## src/rtl/if_fetch_unit.sv

```systemverilog
// if_fetch_unit: instruction-fetch stage owning the PC, fetching over a req/ack bus with delay-slot branches and flush redirects.
// Optional misaligned-PC detection is enabled by defining IF_ALIGN_CHECK_EN.
module if_fetch_unit #(
  parameter logic [31:0] RESET_PC = 32'h0000_0000
) (
  input  logic        clk,
  input  logic        rst_n,
  input  logic [5:0]  stall,
  input  logic        branch_flag_i,
  input  logic [31:0] branch_target_i,
  input  logic        flush_i,
  input  logic [31:0] new_pc_i,
  output logic        ibus_req_o,
  output logic [31:0] ibus_addr_o,
  input  logic        ibus_ack_i,
  input  logic [31:0] ibus_data_i,
  output logic [31:0] if_pc,
  output logic [31:0] if_inst,
  output logic        if_rom_ce,
  output logic        stallreq_if,
  output logic        if_excp_adel
);
  typedef enum logic [1:0] {IDLE, FETCH, HOLD, DISCARD} state_t;
  state_t      state;
  logic [31:0] pc, pend_target, hold_pc, hold_inst, disc_addr, next_pc, fetch_inst;
  logic        pend_vld, mis, ack, present, advance;
  logic        unused;
  assign unused = &{1'b0, stall[5:1]};
`ifdef IF_ALIGN_CHECK_EN
  assign mis          = pc[1:0] != 2'b00;
  assign ibus_addr_o  = state == DISCARD ? disc_addr : pc;
  assign if_excp_adel = if_rom_ce && if_pc[1:0] != 2'b00;
`else
  assign mis          = 1'b0;
  assign ibus_addr_o  = state == DISCARD ? disc_addr : {pc[31:2], 2'b00};
  assign if_excp_adel = 1'b0;
`endif
  // A misaligned PC completes locally as if acked, presenting a NOP
  assign ack         = state == FETCH && (mis || ibus_ack_i);
  assign fetch_inst  = mis ? 32'h0 : ibus_data_i;
  assign present     = ack || state == HOLD;
  assign advance     = present && !stall[0] && !flush_i;
  assign next_pc     = branch_flag_i ? branch_target_i : pend_vld ? pend_target : pc + 32'd4;
  assign ibus_req_o  = (state == FETCH && !mis) || state == DISCARD;
  assign if_rom_ce   = present && !flush_i;
  assign if_pc       = !if_rom_ce ? 32'h0 : state == HOLD ? hold_pc : pc;
  assign if_inst     = !if_rom_ce ? 32'h0 : state == HOLD ? hold_inst : fetch_inst;
  assign stallreq_if = (state == FETCH && !ack) || state == DISCARD;
  always_ff @(posedge clk) begin
    if (!rst_n) begin
      state       <= IDLE;
      pc          <= RESET_PC;
      pend_vld    <= 1'b0;
      pend_target <= 32'h0;
      hold_pc     <= 32'h0;
      hold_inst   <= 32'h0;
      disc_addr   <= 32'h0;
    end else if (flush_i && state != IDLE) begin
      pc       <= new_pc_i;
      pend_vld <= 1'b0;
      if (state == FETCH && !ack) begin
        state     <= DISCARD;
        disc_addr <= ibus_addr_o;
      end else if (state != DISCARD) state <= FETCH;
    end else begin
      if (branch_flag_i) begin
        pend_target <= branch_target_i;
        pend_vld    <= 1'b1;
      end
      if (state == IDLE) state <= FETCH;
      else if (advance) begin
        pc       <= next_pc;
        pend_vld <= 1'b0;
        state    <= FETCH;
      end else if (ack) begin
        hold_pc   <= pc;
        hold_inst <= fetch_inst;
        state     <= HOLD;
      end else if (state == DISCARD && ibus_ack_i) state <= FETCH;
    end
  end
endmodule

```

## config.mk

```make
export PLATFORM = sky130hd
export DESIGN_NAME = if_fetch_unit
export DESIGN_NICKNAME = d
export VERILOG_FILES = /design/src/rtl/if_fetch_unit.sv
export SDC_FILE = /design/constraint.sdc
export NUM_CORES = 1
export LEC_CHECK = 0
export BUFFER_PORTS_ARGS = -buffer_cell sky130_fd_sc_hd__buf_2
export CORE_AREA = 2 2 131 133
export CTS_CLUSTER_SIZE = 8
export DETAILED_ROUTE_END_ITERATION = 12
export DIE_AREA = 0 0 133 135
export PLACE_DENSITY_LB_ADDON = 0.08
export SLEW_MARGIN = 5
export SYNTH_ARGS = -nofsm -noshare
export SYNTH_HDL_FRONTEND = slang
export SYNTH_SLANG_ARGS = --single-unit
```

## constraint.sdc

```tcl
create_clock -name clk -period 2.8 [get_ports clk]
set_input_delay 0.28 -clock clk [delete_from_list [all_inputs] [get_ports clk]]
set_output_delay 0.28 -clock clk [all_outputs]
set_load 0.01 [all_outputs]
```

==> results of run 1 <==
-- per-stage QoR --
step | area [µm²] | hold slack [ps] | total power, mW
finish | 10600 | 105 | 5.67
global route | 10600 | 97.7 | 5.89
CTS | 10600 | 93.5 | 5.70
detailed placement | 10000 | 455 | 3.43
global placement | 10000 | 446 | 3.42
floorplan | 8880 | 425 | 3.08
-- kinds of logic after synthesis --
group / synth area share
fa+ha+maj: 0.00141
mux: 0.0437
other cells: 0.000422
simple gates: 0.257
xor+xnor: 0.00592
compound gates: 0.265
buf+inv: 0.0592
flops: 0.367
-- power groups by stage --
stage,Sequential [mW],Combinational (mW),Clock (mW)
2_1_floorplan,2.50,0.582,0
3_3_place_gp,2.57,0.848,0
3_5_place_dp,2.57,0.857,0
4_1_cts,2.52,0.861,2.32
5_1_grt,2.54,0.951,2.40
6_report,2.53,0.860,2.28
-- sequential cells by signal, indices dropped and copies added, names as in the netlist --
register and cells:
disc_addr 32, pend_vld 1, hold_pc 32, pend_target 32, hold_inst 32, pc 32, state 2
-- critical path, delay by kind of cell (launching register included) --
kind                   cells  cell delay [ps]
AO/OA/AOI/OAI              1              190
buffers and inverters      3              810
flip-flops                 1              490
AND/OR/NAND/NOR            2              260
-- path summary, 6_finish.rpt --
kind | from | end | slack (ps) | depth (start not counted)
hold / removal | branch_target_i[6] | pend_target[6] | 100 | 3
hold reg to reg | disc_addr[13] | disc_addr[13] | 460 | 2
setup / recovery | state[1] | if_pc[26] | 340 | 6
setup reg to reg | pc[2] | pc[28] | 510 | 6
-- per-layer routing --
metal	vias up	wire length, µm	global-route usage
met2	303	12600	0.484
met3	56	1480	0.0488
met1	4131	10900	0.354
met5	-	0	0
met4	0	834	0.131
li1	4454	-	-
-- cell usage in the layout, fill, tap and decap left out, drive strengths merged, types with 6 or more instances in the layout --
master  count
nand2     430
buf       239
dfxtp     163
a21boi    129
a21oi      83
o21ai      38
mux2       30
clkbuf     23
o211ai     19
nor2       18
nor2b      18
nand3      13
nand4      12
nor3       11
and3       10
o31a        8
inv         7
a31oi       7
nand2b      7
nand3b      6
and4        6
o311ai      6
a21o        6
-- final cells by class --
| type | instances | area, µm² | share of cell area |
|---|---|---|---|
| clock buffers | 23 | 498 | 0.0469 |
| clock inverters | 8 | 76.3 | 0.00719 |
| inverters | 8 | 30.0 | 0.00283 |
| multi-input cells | 933 | 5130 | 0.483 |
| flip-flops and latches | 163 | 3260 | 0.307 |
| well taps | 220 | 275 | 0.0259 |
| repair buffers | 239 | 1350 | 0.127 |
==> results by group, run 1 <==
Clock tree
  • H-tree depth: 4
  • Post-CTS resize count: 0
  • Clock sinks: ~160
  • CTS max path bufs: 2
  • Worst skew pair latency: 430 ps
  • CTS tree: built
  • Hold_buf cts: 0
  • Post-CTS setup buffer count: 0
  • Clock buffer count from CTS: 17
  • Root Buffer: clkbuf_16
  • Clk slew on worst S/H paths: about 60 ps

Timing
  • Setup ws final: 337 ps
  • Final number of hold-violating endpoints: 0
  • Rel. slew slack: 0.454
  • Final period util: 0.880
  • Unrepaired setup endpoints after global routing: false
  • Minimum clock period: about 2500 ps
  • Max Slew Vio Count: 0
  • Setup TNS: 0 ps
  • Final setup viols: 0
  • Skew final: 8.60 ps
  • Tightest Pin Transition: just over 800 ps
  • Achievable frequency: between 0.4 and 0.5 GHz

Detailed routing
  • Pre-antenna DRT Iters: 5
  • Drt first-iter violations: ~720
  • Avg WL per Cell: between 15 and 20 µm
  • Routed Antenna Nets: 0
  • Detailed Route WL: roughly 26000 µm
  • Remaining DRCs: 0
  • Vias: between 8000 and 9000
  • Via density: between 5 and 6

Pwr
  • Net Switching: around 1.6 mW
  • Leakage: around 4.2 nW
  • Internal power: a little over 4 mW
  • Maximum vdd drop: between 0.4 and 0.5 mV
  • Switching part of the total: 0.277
  • Comb pwr share: 0.152
  • Sequential power share: 0.446
  • PwrDens: 534 mW/mm²
  • Clock share of power: 0.403

Die
  • Core area: ~0.016 mm²
  • Die area: 0.0180 mm²
  • Initial cell density of the core: 0.541
  • Die Ht: 135 µm
  • I/O pin count: around 210
  • Die X: 133 µm
  • Rows: 47

Final layout
  • Fillers: 1552
  • Final core utilization: 0.647
  • Layout area overhead: 19.5%
  • Ant. Diodes: 0
  • Post-Layout Cell Count: between 1500 and 2000
  • Layout cell share with drive strength beyond 1: 0.224
  • Nets: 1470

Critical path
  • Critical Path RT: 2520 ps
  • CP Capture Type: primary output
  • Slowest CP cell: dfxtp_1
  • CP max stage delay: a little under 500 ps
  • Critical Path AT: approximately 2200 ps
  • Most frequent CP cell: buf_4
  • CP Cell Sequence: buf_4 > nor2b_4 > buf_4 > nand2_1 > a21oi_1 > buf_2
  • CP startpoint kind: flop
  • CP max FO: 44
  • Crit Path Category: reg2out

Place
  • # placed instances: 1563
  • Pre-CTS WS: 608 ps
  • IO buf count: 200
  • DP Wirelength: approximately 17000 µm
  • Final GP Congestion: roughly 0.85

Synth
  • Mean post-synth cell area: around 7.2 µm²
  • Yosys warnings: 0
  • Syn nets: about 1300
  • Synth unique cells: 58
  • Synth top area cells: dfxtp_1, nand2_1, a21boi_0
  • Syn Inst Count: approximately 1200
  • Post-synthesis sequential area ratio: 0.367
  • Count leader, synth: nand2_1
  • Number of synthesized flops with an enable pin: 0
  • Mapped Area: ~0.0089 mm²
  • Post-synth top flop: dfxtp_1
  • Synth async-reset ratio: 0
  • Share of the synthesized area in the top cell type: 0.367
  • Synthesized flop and latch total: 163
  • Synth top cells by count: nand2_1, dfxtp_1, a21boi_0
  • Yosys top cell by area: dfxtp_1

Hold path
  • Worst min-delay path class: in2reg

GRT
  • Initial antenna violation count: 0
  • Vias in the first global route: ~8100
  • Aggregate global routing overflow: 0
  • First-pass GRT wire length: between 40000 and 50000 µm
  • Total GRT Usage: 0.285
  • Largest net degree at the start of global routing: 58

Run status
  • Outcome: completed

Flow run
  • Max cap viols: 0
No activity file was read; power rests on OpenSTA's default activity.
==> inputs of run 2 (changes only) <==
--- a/config.mk
+++ b/config.mk
@@ -10,7 +10,7 @@
 export CTS_CLUSTER_SIZE = 8
 export DETAILED_ROUTE_END_ITERATION = 12
 export DIE_AREA = 0 0 133 135
-export PLACE_DENSITY_LB_ADDON = 0.08
+export PLACE_DENSITY = 0.92
 export SLEW_MARGIN = 5
 export SYNTH_ARGS = -nofsm -noshare
 export SYNTH_HDL_FRONTEND = slang
==> constraint.sdc (replaced) <==
create_clock -name clk -period 2.8 [get_ports clk]
set_input_delay 0.42 -clock clk [delete_from_list [all_inputs] [get_ports clk]]
set_output_delay 0.42 -clock clk [all_outputs]
set_load 0.01 [all_outputs]
==> run 2 against run 1 <==
  * Die area unchanged
  * Setup slack got worse by 200 ps
  * Clock power grew 7%
  * Via count up 6.4%
  * Register-to-register slack worse by 40 ps
  * Critical path depth up 1
  * Design area grew 0.48%
  * Sequential cell count unchanged
  * Non-clock buffer count grew 6
  * Sequential share of layout area down 0.15 points
  * Critical endpoint is now if_pc[4]
==> results by group, run 2 (same netlist as run 1, synthesis figures left out) <==
Run status
  • Outcome: completed

Final layout
  • Commonest non-fill, non-tap cell in the layout: nand2_1
  • Commonest non-fill, non-tap cells in the layout: nand2_1, buf_2, dfxtp_1, a21boi_0, a21oi_1
  • Design area: 0.0107 mm² (+0.48%)
  • Layout area overhead: 20.1%
  • Nets: 1476 (+0.41%)
  • Final core utilization: 0.650 (+0.00313)
  • Layout cell share with drive strength beyond 1: 0.227 (+0.00321)

Detailed routing
  • Pre-antenna DRT Iters: 5 (unchanged)
  • Detailed Route WL: 26600 µm (+3.1%)
  • Via density: 5.94 (+5.8%)
  • Remaining DRCs: 0 (unchanged)
  • Drt first-iter violations: 874 (+21%)
  • Avg WL per Cell: 16.6 µm (+2.6%)
  • Vias: 9514 (+6.4%)
  • Routed Antenna Nets: 0 (unchanged)

GRT
  • Largest net degree at the start of global routing: 55 (-5.2%)
  • Aggregate global routing overflow: 0 (unchanged)
  • Initial antenna violation count: 1 (+1)
  • Total GRT Usage: 0.293 (+0.00839)
  • Vias in the first global route: 8759 (+8.2%)
  • First-pass GRT wire length: 42500 µm (+3.1%)

Die
  • Core area: 0.0164 mm² (unchanged)
  • Die Ht: 135 µm (unchanged)
  • Initial cell density of the core: 0.541 (unchanged)
  • Die area: 0.0180 mm² (unchanged)
  • I/O pin count: 207 (unchanged)
  • Rows: 47 (unchanged)
  • Die X: 133 µm (unchanged)

Timing
  • Minimum clock period: 2660 ps (+201 ps)
  • Skew final: 8.26 ps (-0.344 ps)
  • Final number of hold-violating endpoints: 0 (unchanged)
  • Setup TNS: 0 ps (unchanged)
  • Achievable frequency: 0.375 GHz (-7.5%)
  • Setup ws final: 136 ps (-201 ps)
  • Tightest Pin Transition: 847 ps (+27.0 ps)
  • Final setup viols: 0 (unchanged)
  • Max Slew Vio Count: 0 (unchanged)
  • Final period util: 0.951 (+0.0717)
  • Unrepaired setup endpoints after global routing: false
  • Rel. slew slack: 0.436 (-0.0180)

Place
  • DP Wirelength: 18200 µm (+4.9%)
  • Final GP Congestion: 0.887 (+4.2%)
  • IO buf count: 200 (unchanged)
  • Pre-CTS WS: 402 ps (-206 ps)
  • Area post-placement: 0.0101 mm² (about the same)

Clock tree
  • H-tree depth: 4 (unchanged)
  • Clock buffer count from CTS: 17 (unchanged)
  • CTS max path bufs: 2 (unchanged)
  • Root Buffer: clkbuf_16
  • Worst skew pair latency: 440 ps (about the same)
  • Clock sinks: 163 (unchanged)
  • Post-CTS setup buffer count: 0 (unchanged)
  • CTS tree: built
  • Clk slew on worst S/H paths: 60 ps (about the same)

Hold path
  • Worst min-delay path class: in2reg

Pwr
  • PwrDens: 548 mW/mm² (+2.7%)
  • Leakage: 4.24 nW (+0.61%)
  • Maximum vdd drop: 0.459 mV (+4.4%)

Flow run
  • Max cap viols: 0 (unchanged)

Critical path
  • CP max FO: 45 (+2.3%)
  • Critical Path AT: 2240 ps (+60 ps)
  • Critical Path RT: 2380 ps (-140 ps)
  • CP Capture Type: primary output
  • CP startpoint kind: flop
  • Crit Path Category: reg2out
## run 2: cell types whose count changed in the layout (fill, tap and decap cells not counted)
| cell | delta |
|---|---|
| clkinv_2 | -2 |
| clkbuf_8 | -3 |
| clkinvlp_4 | +1 |
| diode_2 | +1 |
| buf_12 | -3 |
| inv_6 | +1 |
| buf_6 | +1 |
| clkinv_4 | +1 |
| bufinv_16 | +2 |
| buf_4 | +8 |
| clkbuf_1 | +1 |
## run 2: layout make-up
cell class	instances	area (µm²)
Multi-Input combinational cell	933	5130
Clock inverter	11	151
Fill cell	1331	5740
Inverter	8	30.0
Antenna cell	1	2.50
Tap cell	220	275
Timing Repair Buffer	245	1360
Clock buffer	21	460
Sequential cell	163	3260
## run 2: repair_timing
item / CTS / global route
hold buffers: 0 / 0
setup endpoints to repair: 0 / 9
resized for setup: 0 / 1
## run 2: routing by layer
metal	global-route usage	routed length, µm	vias up
met4	0.151	1200	0
met5	0	0	-
li1	-	-	4471
met1	0.347	10400	4463
met2	0.509	13000	492
met3	0.0537	2080	88
## run 2: power breakdown
group | internal [mW] | switching, mW
sequential | 2.41 | 0.115
clock | 1.45 | 0.988
combinational | 0.360 | 0.524
## run 2: path summary, 6_finish.rpt
kind                  startpoint  slack (ps)  depth (start not counted)           end
setup / recovery        state[0]         140                          7      if_pc[4]
hold / removal    ibus_data_i[1]         240                          3  hold_inst[1]
setup reg to reg          pc[15]         470                          5        pc[31]
hold reg to reg     disc_addr[8]         460                          2  disc_addr[8]
## run 2: stage by stage
step / hold WS (ps) / total power, mW / cells
after floorplan: 440 / 3.08 / 1229
after global placement: 446 / 3.41 / 1569
after detailed placement: 456 / 3.43 / 1569
after CTS: 235 / 5.85 / 1601
after global routing: 240 / 6.06 / 1602
final: 243 / 5.85 / 1602
## run 2: critical path, stage by stage (launching register included)
cell	delay [ps]
dfxtp_1	430
buf_4	240
nand3b_1	200
nand2_1	190
nand2b_2	90
buf_6	230
a21oi_1	250
buf_2	180
==> inputs of run 3 (changes only) <==
--- a/config.mk
+++ b/config.mk
@@ -10,6 +10,7 @@
 export CTS_CLUSTER_SIZE = 8
 export DETAILED_ROUTE_END_ITERATION = 12
 export DIE_AREA = 0 0 133 135
+export MAX_ROUTING_LAYER = met4
 export PLACE_DENSITY = 0.92
 export SLEW_MARGIN = 5
 export SYNTH_ARGS = -nofsm -noshare
==> constraint.sdc (replaced) <==
create_clock -name clk -period 2.8 [get_ports clk]
set_input_delay 0.84 -clock clk [delete_from_list [all_inputs] [get_ports clk]]
set_output_delay 0.84 -clock clk [all_outputs]
set_load 0.01 [all_outputs]
==> run 3 against run 2 <==
  * Sequential cell count is the same
  * Design area grew 1.3%
  * Total power grew 0.99%
  * Clock power grew 2%
  * Sequential share of layout area shrank 0.38 points
  * Register-to-register slack is essentially flat
  * Critical path depth is the same
  * Critical path type unchanged
  * Highest routed layer unchanged
  * Final cell count grew 0.50%
==> results by group, run 3 (same netlist as run 1, synthesis figures left out) <==
Hold path
  • Worst Hold Depth: 2 (-1)
  • Worst min-delay path class: reg2reg
  • Worst Hold Launch: disc_addr[14]
  • WHS Endpoint: disc_addr[14]

Critical path
  • Crit path depth: 7 (unchanged)
  • Cell family with most CP delay: buffers and inverters
  • CP max stage delay: 350 ps (-80 ps)
  • CP bufs+invs: 3 (unchanged)
  • CP max FO: 20 (-56%)
  • Worst R2R Start: pc[2]
  • CP startpoint kind: flop
  • CP Capture Type: primary output
  • Slowest CP cell: dfxtp_2
  • Reg2reg path depth: 7 (+2)
  • Crit Path Category: reg2out
  • Critical Path AT: 1890 ps (-350 ps)
  • Reg2reg setup slack: 460 ps (about the same)
  • CP Cell Sequence: buf_6 > nand3b_1 > nand2_1 > nand2b_2 > buf_4 > a21oi_1 > buf_2
  • Critical Path RT: 1960 ps (-420 ps)
  • Reg-to-Reg End: pc[24]

Final layout
  • Layout cell share with drive strength beyond 1: 0.236 (+0.00877)
  • Nets: 1484 (+0.54%)
  • Post-Layout Cell Count: 1610 (+0.50%)
  • Fillers: 1345 (+1.1%)
  • FF+latch area: 0.00327 mm² (about the same)
  • Design area: 0.0108 mm² (+1.3%)
  • Commonest non-fill, non-tap cells in the layout: nand2_1, buf_2, dfxtp_1, a21boi_0, a21oi_1
  • Layout area overhead: 21.7%
  • Final core utilization: 0.659 (+0.00877)
  • Multi-input logic area: 0.00514 mm² (+0.15%)
  • Commonest non-fill, non-tap cell in the layout: nand2_1

GRT
  • Vias in the first global route: 8798 (+0.45%)
  • First-pass GRT wire length: 43300 µm (+1.9%)
  • Aggregate global routing overflow: 0 (unchanged)
  • Largest net degree at the start of global routing: 54 (-1.8%)
  • Initial antenna violation count: 1 (unchanged)
  • Total GRT Usage: 0.305 (+0.0122)

Clock tree
  • Root Buffer: clkbuf_16
  • CTS max path bufs: 2 (unchanged)
  • Clock buffer count from CTS: 17 (unchanged)
  • Worst skew pair latency: 430 ps (about the same)
  • H-tree depth: 4 (unchanged)
  • CTS tree: built
  • Clock sinks: 163 (unchanged)
  • Clk slew on worst S/H paths: 70 ps (about the same)
  • Hold_buf cts: 0 (unchanged)

Die
  • Die X: 133 µm (unchanged)
  • Core area: 0.0164 mm² (unchanged)
  • Die area: 0.0180 mm² (unchanged)
  • I/O pin count: 207 (unchanged)
  • Rows: 47 (unchanged)
  • Die Ht: 135 µm (unchanged)
  • Initial cell density of the core: 0.541 (unchanged)

Detailed routing
  • Avg WL per Cell: 16.5 µm (-0.64%)
  • Pre-antenna DRT Iters: 7 (+2)
  • Routed Antenna Nets: 0 (unchanged)
  • Via density: 5.88 (-1.0%)
  • Detailed Route WL: 26600 µm (-0.14%)
  • Vias: 9466 (-0.50%)
  • Drt first-iter violations: 771 (-12%)
  • Remaining DRCs: 0 (unchanged)

Timing
  • Skew final: 5.71 ps (-2.55 ps)
  • Minimum clock period: 2730 ps (+68.9 ps)
  • Final number of hold-violating endpoints: 0 (unchanged)
  • Final period util: 0.976 (+0.0246)
  • Setup TNS: 0 ps (unchanged)
  • Final setup viols: 0 (unchanged)
  • Achievable frequency: 0.366 GHz (-2.5%)
  • Max Slew Vio Count: 0 (unchanged)
  • Hold slack: 462 ps (+219 ps)
  • Rel. slew slack: 0.497 (+0.0614)
  • Tightest Pin Transition: 749 ps (-97.9 ps)
  • Unrepaired setup endpoints after global routing: false

Place
  • Area post-placement: 0.0102 mm² (+1.1%)
  • Final GP Congestion: 0.902 (+1.7%)
  • DP Wirelength: 18200 µm (+0.42%)
  • # placed instances: 1577 (+0.51%)
  • IO buf count: 200 (unchanged)

Pwr
  • Leakage: 4.32 nW (+2.0%)
  • PwrDens: 547 mW/mm² (-0.35%)
  • Maximum vdd drop: 0.540 mV (+18%)

Flow run
  • Max cap viols: 0 (unchanged)

Run status
  • Outcome: completed
## run 3: cell type report
class | count | share of cell area
antenna | 1 | 0.000231
clock buffer | 17 | 0.0393
clock inverter | 15 | 0.0181
inverter | 8 | 0.00278
multi-input combinational | 933 | 0.475
sequential | 163 | 0.302
tap | 220 | 0.0255
timing repair buffer | 253 | 0.137
## run 3: how the worst max path moves through the flow
stage	start	end	slack [ps]
floorplan	flush_i	if_rom_ce	80
global placement	ibus_ack_i	if_pc[2]	130
detailed placement	ibus_ack_i	if_pc[4]	100
CTS	state[1]	if_pc[2]	10
global route	state[1]	if_inst[20]	1
finish	state[1]	if_pc[2]	70
## run 3: metrics by stage
step	total power, mW	setup WS (ps)
floorplan	3.08	81.5
global placement	3.43	130
detailed placement	3.45	104
CTS	5.91	9.69
global route	6.12	1.03
finish	5.91	66.9
## run 3: repair_timing
item,CTS,global route
gates resized for setup,6,3
setup endpoints to repair,36,38
endpoints found under the hold margin,0,0
buffers inserted,0,0
cloned,0,0
## run 3: routing by layer
layer	vias to the layer above	track usage	share of wire
met1	4371	0.360	0.40
met2	506	0.501	0.48
li1	4489	-	-
met5	-	-	0
met4	0	0.160	0.039
met3	100	0.0537	0.072
## run 3: report_power, final
group / internal, mW / leakage, nW / switching, mW
registers: 2.41 / 1.33 / 0.113
clock network: 1.43 / 0.303 / 1.05
logic: 0.378 / 2.69 / 0.527
## run 3: tightest hold or removal path: cells and delay by family (launching register included)
family             cells  cell delay [ps]
AOI/OAI and AO/OA      1               60
DFF                    1              310
and+or+nand+nor        1               40
